## src/rtl/sync_fifo_buf.sv

```systemverilog
// sync_fifo_buf: single-clock FIFO with a registered read port,
// occupancy flags and sticky overflow/underflow error flags.
//
// Ports:
//   clk          single clock; all state updates on its rising edge
//   reset        asynchronous, active-high reset
//   wr_en        write request (accepted when not full)
//   wdata        write data, WIDTH bits
//   rd_en        read request (accepted when not empty)
//   err_clr      synchronous clear of overflow/underflow
//   rdata        registered read data; holds when no read is accepted
//   rvalid       one-cycle pulse marking a newly read word on rdata
//   full/empty   occupancy == DEPTH / == 0
//   almost_full  count >= AF_LEVEL
//   almost_empty count <= AE_LEVEL
//   count        current occupancy, 0..DEPTH
//   overflow     sticky: write requested while full
//   underflow    sticky: read requested while empty
module sync_fifo_buf #(
  parameter int WIDTH    = 8,
  parameter int ADDR     = 5,
  parameter int AF_LEVEL = 28,
  parameter int AE_LEVEL = 4
) (
  input  logic             clk,
  input  logic             reset,
  input  logic             wr_en,
  input  logic [WIDTH-1:0] wdata,
  input  logic             rd_en,
  input  logic             err_clr,
  output logic [WIDTH-1:0] rdata,
  output logic             rvalid,
  output logic             full,
  output logic             empty,
  output logic             almost_full,
  output logic             almost_empty,
  output logic [ADDR:0]    count,
  output logic             overflow,
  output logic             underflow
);

  localparam int DEPTH = 2 ** ADDR;

  // Thresholds expressed in the count register's width.
  localparam logic [ADDR:0] FULL_CNT = {1'b1, {ADDR{1'b0}}};
  localparam logic [ADDR:0] AF_CNT   = AF_LEVEL[ADDR:0];
  localparam logic [ADDR:0] AE_CNT   = AE_LEVEL[ADDR:0];

  // Storage: no reset so it maps onto block RAM.
  logic [WIDTH-1:0] mem [DEPTH];

  logic [ADDR-1:0]  wptr_reg, wptr_next;
  logic [ADDR-1:0]  rptr_reg, rptr_next;
  logic [ADDR:0]    count_reg, count_next;
  logic [WIDTH-1:0] rdata_reg;
  logic             rvalid_reg;
  logic             overflow_reg, overflow_next;
  logic             underflow_reg, underflow_next;

  logic full_flag;
  logic empty_flag;
  logic wr_acc;
  logic rd_acc;

  // Flags come straight from the count register so they line up with count.
  assign full_flag  = (count_reg == FULL_CNT);
  assign empty_flag = (count_reg == '0);

  // Full/empty are sampled before the edge: when full a simultaneous read
  // still goes through while the write is dropped, and vice versa when empty.
  assign wr_acc = wr_en && !full_flag;
  assign rd_acc = rd_en && !empty_flag;

  always_comb begin
    wptr_next      = wptr_reg;
    rptr_next      = rptr_reg;
    count_next     = count_reg;
    overflow_next  = overflow_reg;
    underflow_next = underflow_reg;

    // Pointers are exactly ADDR bits, so DEPTH-1 -> 0 wraps naturally.
    if (wr_acc) begin
      wptr_next = wptr_reg + ADDR'(1);
    end
    if (rd_acc) begin
      rptr_next = rptr_reg + ADDR'(1);
    end

    case ({wr_acc, rd_acc})
      2'b10:   count_next = count_reg + (ADDR+1)'(1);
      2'b01:   count_next = count_reg - (ADDR+1)'(1);
      default: count_next = count_reg;
    endcase

    // A fresh error in the same cycle as err_clr wins and keeps the flag set.
    if (err_clr) begin
      overflow_next  = 1'b0;
      underflow_next = 1'b0;
    end
    if (wr_en && full_flag) begin
      overflow_next = 1'b1;
    end
    if (rd_en && empty_flag) begin
      underflow_next = 1'b1;
    end
  end

  // Memory write port.
  always_ff @(posedge clk) begin
    if (wr_acc) begin
      mem[wptr_reg] <= wdata;
    end
  end

  // Control state and registered read port. The read uses the old
  // mem[rptr] even if the same entry is written this cycle; no bypass.
  always_ff @(posedge clk or posedge reset) begin
    if (reset) begin
      wptr_reg      <= '0;
      rptr_reg      <= '0;
      count_reg     <= '0;
      rdata_reg     <= '0;
      rvalid_reg    <= 1'b0;
      overflow_reg  <= 1'b0;
      underflow_reg <= 1'b0;
    end else begin
      wptr_reg      <= wptr_next;
      rptr_reg      <= rptr_next;
      count_reg     <= count_next;
      rvalid_reg    <= rd_acc;
      overflow_reg  <= overflow_next;
      underflow_reg <= underflow_next;
      if (rd_acc) begin
        rdata_reg <= mem[rptr_reg];
      end
    end
  end

  assign rdata        = rdata_reg;
  assign rvalid       = rvalid_reg;
  assign full         = full_flag;
  assign empty        = empty_flag;
  assign almost_full  = (count_reg >= AF_CNT);
  assign almost_empty = (count_reg <= AE_CNT);
  assign count        = count_reg;
  assign overflow     = overflow_reg;
  assign underflow    = underflow_reg;

endmodule

```

## config.mk

```make
export PLATFORM = sky130hd
export DESIGN_NAME = sync_fifo_buf
export DESIGN_NICKNAME = d
export VERILOG_FILES = /design/src/rtl/sync_fifo_buf.sv
export SDC_FILE = /design/constraint.sdc
export NUM_CORES = 1
export LEC_CHECK = 0
export ABC_AREA = 1
export CORE_MARGIN = 2
export CORE_UTILIZATION = 40
export CTS_CLUSTER_DIAMETER = 40
export DETAILED_ROUTE_END_ITERATION = 10
export PLACE_DENSITY = 0.58
export SLEW_MARGIN = 20
export SYNTH_ARGS = -nofsm -noshare
export SYNTH_HDL_FRONTEND = slang
export SYNTH_SLANG_ARGS = --single-unit
```

## constraint.sdc

```tcl
create_clock -name clk -period 6.2 [get_ports clk]
set_clock_uncertainty 0.05 [all_clocks]
set_input_delay 1.24 -clock clk [delete_from_list [all_inputs] [get_ports clk]]
set_output_delay 1.24 -clock clk [all_outputs]
set_load 0.03 [all_outputs]
```

==> results by group <==
Status
  – Status: finished, final reports clean

Synth
  – Post-synthesis cell area: 12200 sq um
  – Synth Register Bits: 283
  – Synthesized instance count: 1172
  – XOR/XNOR Fraction of Synth Area: 0.00791
  – Syn avg cell area: 10.4 sq um
  – Adder-cell area share of the yosys netlist: 0.00822
  – Sequential area share after synthesis: 0.687
  – Synth warn: 0
  – Syn Nets: 1193
  – Synth Area in Simple Gates: 0.217
  – Synth top area share: 0.631
  – Main flop type after synthesis: edfxtp_1
  – Top cells by area, synth: edfxtp_1 63%, nand2_1 12%, nand3_1 6.8%, dfrtp_1 5.5%, inv_1 4.0%
  – Largest family of logic cells by synthesized area: simple AND/OR/NAND/NOR gates
  – Area leader, netlist: edfxtp_1
  – Compound-Gate Fraction of Synth Area: 0.0164
  – FFs w/ async S/R, synth: 0.0954
  – Distinct cells, synth: 24
  – Mux share of post-synthesis cell area: 0
  – Number of enable flip-flop cells after synthesis: 256

Clocking
  – Clock sinks: 283
  – Post-CTS resize count: 0
  – Worst-skew pair later-pin latency: 0.51 ns
  – TritonCTS clock tree: done
  – Hold Buf Count CTS: 0
  – Clock-pin slew on the worst setup and hold paths: 0.06 ns
  – Root Buffer: clkbuf_16
  – Clk buf depth: 3
  – H-tree Lvls: 2
  – CTS buffer count: 38
  – Post-CTS Setup Repair Bufs: 0

Critical path
  – CP arrival: 3.97 ns
  – Setup crit end kind: flip-flop
  – Crit-path max FO: 14
  – Crit start category: primary input
  – CP Class: primary input to flip-flop
  – Worst Path Required: 6.55 ns

STA
  – Hold Slack: 0.476 ns
  – Final Max Slew Viols: 0
  – Total negative setup slack: 0 ns
  – Final Hold Fails: 0
  – Post-layout min period: 3.62 ns
  – RSZ-0062 raised after global routing: false
  – Fmax: 277 MHz
  – Worst-Margin Slew: 0.857 ns
  – Fin crit share: 0.583
  – Setup violators final: 0
  – Slew headroom: 0.429

Global route
  – Vias in the first global route: 7708
  – Largest net degree at the start of global routing: 76
  – GR Util All Layers: 0.189
  – Initial antenna violation count: 0
  – GRT Residual Overflow: 0
  – First-pass GRT wire length: 44.9 mm

Power and ir drop
  – Switch share: 0.363
  – Gate power share: 0.299
  – Leak pwr: 5.72 nW
  – Clock power share: 0.337
  – Sequential share of power: 0.364
  – Pwr per Cell Area: 481 nW/um^2
  – Worst VDD drop: 258 uV
  – Sw power: 2.48 mW
  – Pint: 4.35 mW

Cells and area
  – Max FFs per register: 256
  – Area Overhead vs Synth: 16.6%
  – Footprint of the multi-input gates: 3050 sq um
  – Most common cell after layout, fill and taps aside: nand2_1
  – Register Area: 8370 sq um
  – Layout cells sized above 1: 0.0705
  – Final antenna diode count: 0
  – Commonest cells after routing, fill and taps aside: 386 x nand2_1, 256 x edfxtp_1, 166 x nand3_1, 127 x inv_1, 86 x nor2_1
  – Final #Nets: 1225
  – # fillers: 2710

Routing
  – DRT Wirelength: 29.0 mm
  – DR WL met2: 13.6 mm
  – Via Count: 8035
  – DR vias/cell: 4.95
  – Drt wl/cell: 17.9 um
  – Drt drc: 0
  – Iter 0 DRT Violations: 736
  – Routed met3 length: 1.71 mm
  – Final antenna-violating net count: 0
  – Wl on met1: 13.1 mm
  – Uppermost layer routed: met4
  – 1st-pass router iterations: 5

Floorplan
  – I/O pins: 34
  – CORE AREA: 29800 sq um
  – Site row count: 63
  – Initial core utilization: 0.409
  – Die X: 178 um
  – Chip height: 178 um
  – Die area: 31800 sq um

Job
  – MaxCap Viol Count: 0

Min path
  – Worst hold-check path type: flip-flop to flip-flop

Placed design
  – IO Port Bufs: 33
  – Post-DP HPWL: 17.2 mm
  – RD Place Congestion: 0.846
-- worst max-delay path, cell delays in order --
cell and delay (ns):
clkdlybuf4s50_1 0.47, nand2_1 0.29, inv_1 0.47, ha_1 0.35
inv_2 0.06, nand2_1 0.10, inv_1 0.05, nor2_1 0.08
ha_1 0.14, a21oi_1 0.05, or2_1 0.26, o21ai_0 0.18
nand2_1 0.08, nand3_1 0.09, nand2_1 0.05
-- stage by stage --
stage	utilization	total power, mW	area (sq um)	std cells	setup WS [ns]
floorplan	-	3.90	12200	1172	3.24
global placement	0.430	4.56	12800	1554	2.17
detailed placement	0.430	4.58	12800	1554	2.07
CTS	0.476	6.88	14200	1624	2.59
global route	0.476	7.21	14200	1624	2.32
finish	0.476	6.83	14200	1624	2.58
-- layer usage --
layer,track usage,vias up
met1,0.268,3826
met5,0,-
met2,0.302,234
met4,0.0498,0
li1,-,3922
met3,0.0315,53
-- worst paths after layout --
| kind | startpoint | endpoint | slack (ns) | cells after the start |
|---|---|---|---|---|
| setup / recovery | rd_en | count[4]$_DFFE_PP0P_ | 2.58 | 15 |
| hold / removal | underflow$_DFFE_PP0P_ | underflow$_DFFE_PP0P_ | 0.48 | 2 |
| setup reg to reg | rptr_reg[0]$_DFFE_PP0P_ | rdata[4]$_DFFE_PP0P_ | 2.73 | 10 |
| hold reg to reg | underflow$_DFFE_PP0P_ | underflow$_DFFE_PP0P_ | 0.48 | 2 |
| max in group asynchronous | reset | rptr_reg[0]$_DFFE_PP0P_ | 4.58 | 2 |
| min in group asynchronous | reset | overflow$_DFFE_PP0P_ | 1.07 | 2 |
-- synthesized netlist by cell type, drive strengths merged (8+ instances only) --
master,n
nand2,386
edfxtp,256
nand3,166
inv,132
nor2,86
buf,44
dfrtp,27
o21ai,18
a21oi,17
xor2,9
clkbuf,8
ha,8
-- cell type report --
class                           instances  share of cell area
Timing Repair Buffer                   44              0.0287
Inverter                              135              0.0358
Multi-Input combinational cell        702               0.215
Clock inverter                         23              0.0197
Tap cell                              390              0.0344
Sequential cell                       283               0.590
Clock buffer                           47              0.0767
-- cell families after synthesis --
family                     Yosys count
adders and majority gates            8
xor gates and xnor gates            11
AOI/OAI and AO/OA                   38
buffers and inverters              187
DFF                                283
and+or+nand+nor                    645
-- power groups by stage --
stage | sequential [mW] | combinational [mW] | clock, mW
4_1_cts | 2.48 | 2.06 | 2.33
2_1_floorplan | 2.48 | 1.42 | 0
3_5_place_dp | 2.52 | 2.05 | 0
6_report | 2.48 | 2.05 | 2.30
5_1_grt | 2.51 | 2.29 | 2.42
3_3_place_gp | 2.52 | 2.04 | 0
No activity file was read; power rests on OpenSTA's default activity.
